--- src/rtl/fifo_wr_arbiter_if.sv ---
// rtl/fifo_wr_arbiter_if.sv - source/fifo-side bundle for fifo_wr_arbiter
//
// Ports carried:
//   req, req_dat, req_last   packet sources -> arbiter (word valid, packed words, last flag)
//   req_ack, grant           arbiter -> sources (word accepted, one-hot grant)
//   busy, pkt_err            arbiter status (packet in progress, truncation pulse)
//   fifo_wr_req, fifo_wr_dat arbiter -> fifo write port
//   fifo_wr_full, fifo_wr_used fifo -> arbiter write-side status
// Modports: slave = arbiter view, master = source/fifo environment view.
interface fifo_wr_arbiter_if #(
  parameter int NUM_REQ    = 4,
  parameter int DAT_WIDTH  = 8,
  parameter int ADDR_WIDTH = 8
);
  logic [NUM_REQ-1:0]           req;
  logic [NUM_REQ*DAT_WIDTH-1:0] req_dat;
  logic [NUM_REQ-1:0]           req_last;
  logic [NUM_REQ-1:0]           req_ack;
  logic [NUM_REQ-1:0]           grant;
  logic                         busy;
  logic                         pkt_err;
  logic                         fifo_wr_req;
  logic [DAT_WIDTH-1:0]         fifo_wr_dat;
  logic                         fifo_wr_full;
  logic [ADDR_WIDTH:0]          fifo_wr_used;

  modport slave (
    input  req, req_dat, req_last, fifo_wr_full, fifo_wr_used,
    output req_ack, grant, busy, pkt_err, fifo_wr_req, fifo_wr_dat
  );

  modport master (
    output req, req_dat, req_last, fifo_wr_full, fifo_wr_used,
    input  req_ack, grant, busy, pkt_err, fifo_wr_req, fifo_wr_dat
  );
endinterface

--- src/rtl/fifo_wr_arbiter.sv ---
// rtl/fifo_wr_arbiter.sv - packet-granular round-robin arbiter for the fifo write port
//
// Ports:
//   clk   write-side clock (fifo wr_clk)
//   aclr  asynchronous active-high reset
//   bus   fifo_wr_arbiter_if.slave: sources (req/req_dat/req_last -> req_ack/grant),
//         status (busy, pkt_err) and the fifo write port (fifo_wr_req/dat, full/used)
// Optional feature: FIFO_WR_ARB_ROOM_CHECK_EN - only grant when the fifo has room for a
// full MAX_PKT packet, so a granted packet never stalls on full.
module fifo_wr_arbiter #(
  parameter int NUM_REQ    = 4,
  parameter int DAT_WIDTH  = 8,
  parameter int ADDR_WIDTH = 8,
  parameter int MAX_PKT    = 16
) (
  input  logic              clk,
  input  logic              aclr,
  fifo_wr_arbiter_if.slave  bus
);

  localparam int PW = (NUM_REQ > 1) ? $clog2(NUM_REQ) : 1;
  localparam int CW = $clog2(MAX_PKT + 1);

  typedef enum logic {IDLE, PKT} state_t;

  state_t               state;
  logic [NUM_REQ-1:0]   grant_q;
  logic [PW-1:0]        grant_idx;
  logic [PW-1:0]        ptr;
  logic [CW-1:0]        cnt;
  logic                 busy_q;
  logic                 pkt_err_q;

  logic [NUM_REQ-1:0]   accept;
  logic                 acc_any;
  logic                 acc_last;
  logic [DAT_WIDTH-1:0] dat_mux;
  logic                 sel_found;
  logic [PW-1:0]        sel_idx;
  logic [PW-1:0]        cand;
  logic                 room_ok;

  assign accept   = grant_q & bus.req & {NUM_REQ{~bus.fifo_wr_full}};
  assign acc_any  = |accept;
  assign acc_last = |(accept & bus.req_last);

  always_comb begin
    dat_mux = '0;
    for (int i = 0; i < NUM_REQ; i++) begin
      if (grant_q[i]) dat_mux = dat_mux | bus.req_dat[i*DAT_WIDTH +: DAT_WIDTH];
    end
  end

  // Round-robin scan starting just after the last packet's owner.
  always_comb begin
    sel_found = 1'b0;
    sel_idx   = '0;
    cand      = '0;
    for (int k = 1; k <= NUM_REQ; k++) begin
      cand = PW'((int'(ptr) + k) % NUM_REQ);
      if (!sel_found && bus.req[cand]) begin
        sel_found = 1'b1;
        sel_idx   = cand;
      end
    end
  end

`ifdef FIFO_WR_ARB_ROOM_CHECK_EN
  localparam int RW = ADDR_WIDTH + 2;
  logic [RW-1:0] room;
  assign room    = (RW'(1) << ADDR_WIDTH) - RW'(bus.fifo_wr_used);
  assign room_ok = (room >= RW'(MAX_PKT));
`else
  logic unused_wr_used;
  assign unused_wr_used = ^bus.fifo_wr_used;
  assign room_ok        = 1'b1;
`endif

  always_ff @(posedge clk or posedge aclr) begin
    if (aclr) begin
      state     <= IDLE;
      grant_q   <= '0;
      grant_idx <= '0;
      ptr       <= PW'(NUM_REQ - 1);
      cnt       <= '0;
      busy_q    <= 1'b0;
      pkt_err_q <= 1'b0;
    end else begin
      pkt_err_q <= 1'b0;
      case (state)
        IDLE: begin
          if (sel_found && room_ok) begin
            grant_q   <= {{(NUM_REQ-1){1'b0}}, 1'b1} << sel_idx;
            grant_idx <= sel_idx;
            cnt       <= '0;
            busy_q    <= 1'b1;
            state     <= PKT;
          end
        end
        PKT: begin
          if (acc_any) begin
            // A word that hits MAX_PKT closes the packet even without last;
            // the source's remaining words re-arbitrate as a new packet.
            if (acc_last || cnt == CW'(MAX_PKT - 1)) begin
              grant_q   <= '0;
              ptr       <= grant_idx;
              cnt       <= '0;
              busy_q    <= 1'b0;
              pkt_err_q <= ~acc_last;
              state     <= IDLE;
            end else begin
              cnt <= cnt + 1'b1;
            end
          end
        end
        default: state <= IDLE;
      endcase
    end
  end

  assign bus.req_ack     = accept;
  assign bus.fifo_wr_req = acc_any;
  assign bus.fifo_wr_dat = dat_mux;
  assign bus.grant       = grant_q;
  assign bus.busy        = busy_q;
  assign bus.pkt_err     = pkt_err_q;

endmodule

--- src/flat_wrapper.sv ---
// flat-port wrapper written by rule: the top's interface ports become plain ports
module fifo_wr_arbiter_flat 
#(
  parameter int NUM_REQ    = 4,
  parameter int DAT_WIDTH  = 8,
  parameter int ADDR_WIDTH = 8,
  parameter int MAX_PKT    = 16
)
  (clk, aclr, bus_req, bus_req_dat, bus_req_last, bus_fifo_wr_full, bus_fifo_wr_used, bus_req_ack, bus_grant, bus_busy, bus_pkt_err, bus_fifo_wr_req, bus_fifo_wr_dat);
  fifo_wr_arbiter_if #(.NUM_REQ(NUM_REQ), .DAT_WIDTH(DAT_WIDTH), .ADDR_WIDTH(ADDR_WIDTH)) bus_i ();
  input  logic clk;
  input  logic aclr;
  input wire logic [$bits(bus_i.req)-1:0] bus_req;
  input wire logic [$bits(bus_i.req_dat)-1:0] bus_req_dat;
  input wire logic [$bits(bus_i.req_last)-1:0] bus_req_last;
  input wire logic [$bits(bus_i.fifo_wr_full)-1:0] bus_fifo_wr_full;
  input wire logic [$bits(bus_i.fifo_wr_used)-1:0] bus_fifo_wr_used;
  output wire logic [$bits(bus_i.req_ack)-1:0] bus_req_ack;
  output wire logic [$bits(bus_i.grant)-1:0] bus_grant;
  output wire logic [$bits(bus_i.busy)-1:0] bus_busy;
  output wire logic [$bits(bus_i.pkt_err)-1:0] bus_pkt_err;
  output wire logic [$bits(bus_i.fifo_wr_req)-1:0] bus_fifo_wr_req;
  output wire logic [$bits(bus_i.fifo_wr_dat)-1:0] bus_fifo_wr_dat;
  assign bus_i.req = bus_req;
  assign bus_i.req_dat = bus_req_dat;
  assign bus_i.req_last = bus_req_last;
  assign bus_i.fifo_wr_full = bus_fifo_wr_full;
  assign bus_i.fifo_wr_used = bus_fifo_wr_used;
  assign bus_req_ack = bus_i.req_ack;
  assign bus_grant = bus_i.grant;
  assign bus_busy = bus_i.busy;
  assign bus_pkt_err = bus_i.pkt_err;
  assign bus_fifo_wr_req = bus_i.fifo_wr_req;
  assign bus_fifo_wr_dat = bus_i.fifo_wr_dat;
  fifo_wr_arbiter #(.NUM_REQ(NUM_REQ), .DAT_WIDTH(DAT_WIDTH), .ADDR_WIDTH(ADDR_WIDTH), .MAX_PKT(MAX_PKT)) u_core (.clk(clk), .aclr(aclr), .bus(bus_i));
endmodule
--- config.mk ---
export PLATFORM = sky130hd
export DESIGN_NAME = fifo_wr_arbiter_flat
export DESIGN_NICKNAME = d
export VERILOG_FILES = /design/src/rtl/fifo_wr_arbiter_if.sv /design/src/rtl/fifo_wr_arbiter.sv /design/src/flat_wrapper.sv
export SDC_FILE = /design/constraint.sdc
export NUM_CORES = 1
export LEC_CHECK = 0
export CAP_MARGIN = 5
export CORE_MARGIN = 2
export CORE_UTILIZATION = 38
export DETAILED_ROUTE_END_ITERATION = 10
export PLACE_DENSITY = 0.85
export SLEW_MARGIN = 20
export SYNTH_ARGS = -nofsm -noshare
export SYNTH_HDL_FRONTEND = slang
export SYNTH_SLANG_ARGS = --single-unit
--- constraint.sdc ---
create_clock -name clk -period 4.6 [get_ports clk]
set_clock_uncertainty 0.15 [all_clocks]
set_input_delay 0.92 -clock clk [delete_from_list [all_inputs] [get_ports clk]]
set_output_delay 0.92 -clock clk [all_outputs]
set_load 0.1 [all_outputs]
==> summary.txt, run 1 <==
Outcome
  • Outcome: finished clean

Hold path
  • Worst hold start: u_core.grant_idx[1]
  • Hold path depth: 2
  • WHS Endpoint: u_core.grant_idx[1]
  • Worst min path class: reg2reg

Route
  • Post-DRT Antenna Nets: 0
  • Total Wirelength: approximately 3200 um
  • DRC viols: 0
  • Routed wire per std cell: 15.0 um
  • Via count: ~1200
  • Starting DRT DRC Count: roughly 70
  • First-pass detailed-route iteration total: 4
  • DR vias/cell: between 5 and 6

Timing
  • Slew HR: a little over a third
  • Endpoints failing setup: 0
  • Worst slew pin tran: just under 1 ns
  • Endpoints failing hold: 0
  • Final Max Slew Viols: 0
  • Period utilisation layout: 72.3%
  • PnR worst setup slack: 1.27 ns
  • Unrepaired setup endpoints after global routing: no
  • Crit path time final: about 3.3 ns
  • Highest Clock Rate: about 300 MHz
  • Setup TNS: 0 ns

Final layout
  • Nets: around 240
  • Share of layout cells above drive strength 1: between 10% and 20%
  • Ant. Diodes: 0
  • Final core occ: around three fifths
  • Non-filler cells in the finished layout: between 200 and 250
  • Area growth from synthesis to layout: 57.6%
  • Fill cell count: approximately 240

Die
  • Die ar.: 0.00322 mm2
  • Initial cell density of the core: between 30% and 40%
  • Core area: between 0.002 and 0.003 mm2
  • Std cell rows: 19
  • Chip width: 56.8 um
  • Io pins: 71
  • Die height: between 50 and 60 um

Synth
  • Unique masters post-synth: 32
  • Syn Area/Cell: between 8 and 9 um2
  • Yosys synthesis warning count: 0
  • Synthesized netlist net count: roughly 180
  • Largest cells by area after synthesis: dfrtp_1, a22oi_1, nand2_1
  • Area of the mapped netlist: about 0.0011 mm2
  • Share of the synthesized area in the top cell type: about 33%
  • Area leader, netlist: dfrtp_1
  • Yosys reg bits: 16
  • Cells after synthesis: ~120
  • Seq/Total Area, Yosys: 38.1%

Clocking
  • Resize count post-CTS: 0
  • Clock Sinks: 16
  • Clock Path Buffers: 2
  • CTS buffer count: 3
  • Total setup buffers inserted after CTS: 0
  • TritonCTS clock tree: done
  • Root Buffer: clkbuf_4
  • H-Tree Depth: 1
  • # hold bufs at CTS: 0
  • Worst-path clk slew: 0.09 ns
  • Worst-Skew Late Latency: 0.29 ns

Power and ir drop
  • LEAKAGE: around 0.00073 uW
  • PnR Total Power: between 1000 and 1500 uW
  • Peak supply drop: about 0.65 mV
  • Power Dens Cells: 720 mW/mm2

Critical path
  • Reg-to-reg startpoint: u_core.cnt[0]
  • Worst Setup SP: bus_req[1]
  • Worst-path maximum fanout: 7
  • R2R cell count: 6
  • R2r setup slk: roughly 2.5 ns
  • Worst r2r dst: u_core.ptr[0]
  • Setup CP Type: in2out
  • WP data required: ~3.5 ns
  • Setup crit end kind: output port
  • Startpoint Class: input port
  • Data arrival time of the worst path: 2.26 ns

Global route
  • Grt ovf: 0
  • Number of global-route vias before repair: 1214
  • Largest net degree at the start of global routing: 17
  • Antenna violations before repair: 0
  • GR Util All Layers: 21.4%
  • First-pass GRT wire length: approximately 5500 um

Place
  • Setup WS pre-CTS: 1.30 ns
  • HPWL Detailed: between 2000 and 2500 um
  • Port Buffers: 61
  • # placed instances: approximately 210
  • RD Place Congestion: around 0.82

Run
  • Max Cap Viol: 0
## sequential cells by signal, indices dropped and copies added (netlist names)
signal,flops
u_core.ptr,2
u_core.cnt,5
u_core.grant_idx,2
u_core.bus.pkt_err,1
u_core.bus.grant,4
u_core.state,1
u_core.bus.busy,1
## synthesized netlist by cell type
master     number
nand2_1        24
a22oi_1        18
dfrtp_1        14
nor2_1          7
o21ai_0         7
buf_2           6
nand3_1         5
inv_1           4
a21oi_1         3
and3b_2         3
nor2b_1         3
o22ai_1         3
a22o_1          2
dfstp_2         2
ha_1            2
mux2_4          2
nand2b_1        2
nor4_1          2
a211o_2         1
a21o_1          1
a32o_1          1
and3_1          1
and3b_1         1
clkbuf_1        1
nor2_4          1
nor3_1          1
nor3_4          1
nor3b_1         1
o2bb2ai_1       1
o311ai_0        1
o32ai_1         1
or2_2           1
## layer usage
layer  share of wire, %  GRT usage (%)  vias to the layer above
met1                 41           27.3                      542
met2                 49           35.7                       63
li1                   -              -                      571
met5                  0              0                        -
met3                9.2           5.30                        2
met4               0.63           6.64                        0
## logic make-up after synthesis
logic type / count (synthesis) / synth area share, %
AND/OR/NAND/NOR: 53 / 26.1
AO/OA/AOI/OAI: 39 / 26.0
flip-flops: 16 / 38.1
buffers and inverters: 11 / 4.61
multiplexers: 2 / 2.84
adder cells (fa/ha/maj): 2 / 2.36
## report_power, final
| group | switching, uW | internal, uW | total (uW) |
|---|---|---|---|
| registers | 74.9 | 195 | 270 |
| logic | 635 | 218 | 853 |
| clock network | 45.0 | 33.7 | 78.8 |
## worst max path at each step
stage                                 end  depth (start not counted)  slack, ns
after floorplan           bus_fifo_wr_req                          3       0.65
after global placement    bus_fifo_wr_req                          4       1.31
after detailed placement  bus_fifo_wr_req                          4       1.30
after CTS                 bus_fifo_wr_req                          4       1.29
after global routing      bus_fifo_wr_req                          4       1.17
final                     bus_fifo_wr_req                          4       1.27
## cells in the final DEF, fill, tap and decap left out, drive strengths merged
cell,netlist,routed
nor3,2,2
a21oi,3,3
inv,4,4
and3b,4,4
a21o,1,1
nand2,24,24
o22ai,3,3
a211o,1,1
clkdlybuf4s50,0,48
nor2,8,8
o2bb2ai,1,1
o21ai,7,7
o311ai,1,1
dfrtp,14,14
a22oi,18,18
nor3b,1,1
ha,2,2
and3,1,1
a22o,2,2
or2,1,1
nand3,5,5
nor4,2,2
mux2,2,2
dfstp,2,2
clkbuf,1,4
a32o,1,1
buf,6,13
nand2b,2,2
nor2b,3,3
o32ai,1,1
## through the flow
stage | instance area (um2) | hold slack [ns]
floorplan | 1060 | 0.296
global placement | 1640 | 0.310
detailed placement | 1640 | 0.333
CTS | 1670 | 0.354
global route | 1670 | 0.379
finish | 1670 | 0.354
## critical path, stage by stage
cell and delay (ns):
clkdlybuf4s50_1 0.59, a22oi_1 0.14, a21oi_1 0.26, buf_4 0.34
## final cells by class
| cell class | instances | area, um2 | area share [%] |
|---|---|---|---|
| Timing Repair Buffer | 61 | 578 | 34.7 |
| Sequential cell | 16 | 403 | 24.2 |
| Tap cell | 31 | 38.8 | 2.33 |
| Inverter | 4 | 15.0 | 0.900 |
| Multi-Input combinational cell | 96 | 607 | 36.4 |
| Clock buffer | 4 | 26.3 | 1.58 |
No activity file was read; power rests on OpenSTA's default activity.
==> run 2, diff against run 1 <==
--- a/config.mk
+++ b/config.mk
@@ -7,9 +7,9 @@
 export LEC_CHECK = 0
 export CAP_MARGIN = 5
 export CORE_MARGIN = 2
-export CORE_UTILIZATION = 38
+export CORE_UTILIZATION = 32
 export DETAILED_ROUTE_END_ITERATION = 10
-export PLACE_DENSITY = 0.85
+export PLACE_DENSITY = 0.76
 export SLEW_MARGIN = 20
 export SYNTH_ARGS = -nofsm -noshare
 export SYNTH_HDL_FRONTEND = slang
==> constraint.sdc (replaced) <==
create_clock -name clk -period 3 [get_ports clk]
set_clock_uncertainty 0.15 [all_clocks]
set_input_delay 0.6 -clock clk [delete_from_list [all_inputs] [get_ports clk]]
set_output_delay 0.6 -clock clk [all_outputs]
set_load 0.1 [all_outputs]
==> run 2 against run 1 <==
  * Die area rose by 17%
  * Power increased by 75%
  * Sequential power rose by 54%
  * Sequential share of layout area shrank 2.5 points
  * Non-clock buffer count rose by 1
  * Setup slack worse by 0.82 ns
  * Global-route usage is 3.8 points lower
  * Critical endpoint unchanged
  * Highest routed layer unchanged
==> summary.txt, run 2 (synthesis gave the netlist of run 1 again) <==
Route
  • DRC viols: 0 (unchanged)
  • Routed wire per std cell: 14.8 um (-1.2%)
  • Via count: 1200 (+1.9%)
  • First-pass detailed-route iteration total: 4 (unchanged)
  • Total Wirelength: 3350 um (+5.3%)
  • DR vias/cell: 5.31 (-4.4%)
  • Post-DRT Antenna Nets: 0 (unchanged)
  • Starting DRT DRC Count: 35 (-51%)

Die
  • Std cell rows: 20 (+1)
  • Die height: 61.5 um (+8.3%)
  • Die ar.: 0.00378 mm2 (+17%)
  • Initial cell density of the core: 34.1% (-4.9 points)
  • Chip width: 61.5 um (+8.3%)
  • Core area: 0.00310 mm2 (+14%)
  • Io pins: 71 (unchanged)

Place
  • # placed instances: 222 (+6.7%)
  • RD Place Congestion: 0.787 (-4.4%)
  • HPWL Detailed: 2710 um (+11%)
  • Port Buffers: 61 (unchanged)
  • Placed cell areas: 0.00182 mm2 (+11%)

Clocking
  • H-Tree Depth: 1 (unchanged)
  • TritonCTS clock tree: done
  • Worst-path clk slew: 0.09 ns (about the same)
  • Clock Path Buffers: 2 (unchanged)
  • Worst-Skew Late Latency: 0.28 ns (about the same)
  • CTS buffer count: 3 (unchanged)
  • Total setup buffers inserted after CTS: 0 (unchanged)
  • Root Buffer: clkbuf_4
  • # hold bufs at CTS: 0 (unchanged)
  • Clock Sinks: 16 (unchanged)
  • Resize count post-CTS: 0 (unchanged)

Global route
  • Number of global-route vias before repair: 1150 (-5.3%)
  • GR Util All Layers: 17.6% (-3.8 points)
  • First-pass GRT wire length: 4970 um (-9.7%)
  • Largest net degree at the start of global routing: 17 (unchanged)
  • Grt ovf: 0 (unchanged)
  • Antenna violations before repair: 0 (unchanged)

Critical path
  • Startpoint Class: input port
  • Worst-path maximum fanout: 7 (unchanged)
  • Setup CP Type: in2out
  • WP data required: 2.25 ns (-1.28 ns)
  • Data arrival time of the worst path: 1.80 ns (-0.46 ns)
  • Setup crit end kind: output port

Timing
  • Setup TNS: 0 ns (unchanged)
  • Unrepaired setup endpoints after global routing: no
  • Hold Slack: 0.352 ns (-0.00173 ns)
  • Period utilisation layout: between 80 and 90%
  • Final Max Slew Viols: 0 (unchanged)
  • Endpoints failing setup: 0 (unchanged)
  • Highest Clock Rate: between 300 and 400 MHz
  • Slew HR: 59.2% (+24 points)
  • Endpoints failing hold: 0 (unchanged)
  • Crit path time final: around 2.5 ns
  • Worst slew pin tran: 0.612 ns (-0.357 ns)

Power and ir drop
  • Switch share: 57.3% (-5.5 points)
  • LEAKAGE: 0.000799 uW (+8.8%)
  • P_int: 899 uW (+100%)
  • Power Dens Cells: 1130 mW/mm2 (+57%)
  • Peak supply drop: 0.617 mV (-4.8%)
  • Clock Power Share: 6.6% (about the same)
  • Comb power frac: 73.7% (+2.7 points)
  • NetSw: 1210 uW (+60%)
  • Seq pwr share: 19.7% (-2.8 points)

Final layout
  • Final core occ: 60.0% (-1.6 points)
  • Non-filler cells in the finished layout: 226 (+6.6%)
  • Finished Cell Area: 0.00186 mm2 (+12%)
  • Top reg by flops: u_core.cnt
  • Share of layout cells above drive strength 1: 19.8% (+4.9 points)
  • Commonest non-fill, non-tap cell in the layout: clkdlybuf4s50_1
  • Nets: 237 (+0.42%)
  • Most frequent cells in the layout: clkdlybuf4s50_1, nand2_1, a22oi_1, dfrtp_1, buf_12
  • Number of flip-flops in the largest register: 5 (unchanged)
  • Fill cell count: 282 (+18%)
  • Ant. Diodes: 0 (unchanged)
  • Area growth from synthesis to layout: 75.8%

Hold path
  • Worst min path class: reg2reg

Run
  • Max Cap Viol: 0 (unchanged)

Outcome
  • Outcome: finished clean
[run 2: cell count changes in the layout (fill, tap and decap cells not counted)]
cell	before	now
buf_12	0	13
buf_4	13	7
clkdlybuf4s50_1	48	42
a21oi_1	3	2
a21oi_4	0	1
clkbuf_1	1	0
clkbuf_8	0	1
[run 2: critical path: stages]
cell and delay [ns]:
clkdlybuf4s50_1 0.59, a22oi_1 0.17, a21oi_4 0.23, buf_12 0.19
[run 2: final cells by class]
cell class                 instances  area (um2)  area share, %
clock buffer                       4        36.3           1.95
inverter                           4        15.0          0.807
multi-input combinational         96         618           33.2
sequential                        16         403           21.7
tap                               44        55.1           2.96
timing repair buffer              62         733           39.4
[run 2: power groups by stage]
stage / clock [uW] / sequential (uW) / combinational (uW)
detailed placement: 0 / 420 / 1560
global placement: 0 / 413 / 1530
global route: 152 / 430 / 1620
CTS: 142 / 416 / 1560
floorplan: 0 / 537 / 899
finish: 139 / 415 / 1550
[run 2: per-layer routing]
metal	GRT usage [%]	vias up	wire, um
met5	0	-	0
met1	18.5	570	1260
met3	3.15	4	369
met4	7.29	0	34
met2	34.0	53	1690
li1	-	573	-
[run 2: path summary, 6_finish.rpt]
kind / cells past startpoint / end / start / slack, ns
setup / recovery: 4 / bus_fifo_wr_req / bus_req[3] / 0.45
hold / removal: 2 / u_core.grant_idx[1] / u_core.grant_idx[1] / 0.35
setup reg to reg: 4 / u_core.ptr[0] / u_core.bus.grant[1] / 0.90
hold reg to reg: 2 / u_core.grant_idx[1] / u_core.grant_idx[1] / 0.35
max in group asynchronous: 2 / u_core.state / aclr / 1.77
min in group asynchronous: 2 / u_core.cnt[3] / aclr / 0.53
[run 2: metrics by stage]
stage	power (uW)	setup slack (ns)
global route	2200	0.398
finish	2110	0.455
CTS	2120	0.459
detailed placement	1980	0.260
global placement	1940	0.303
floorplan	1440	0.0621
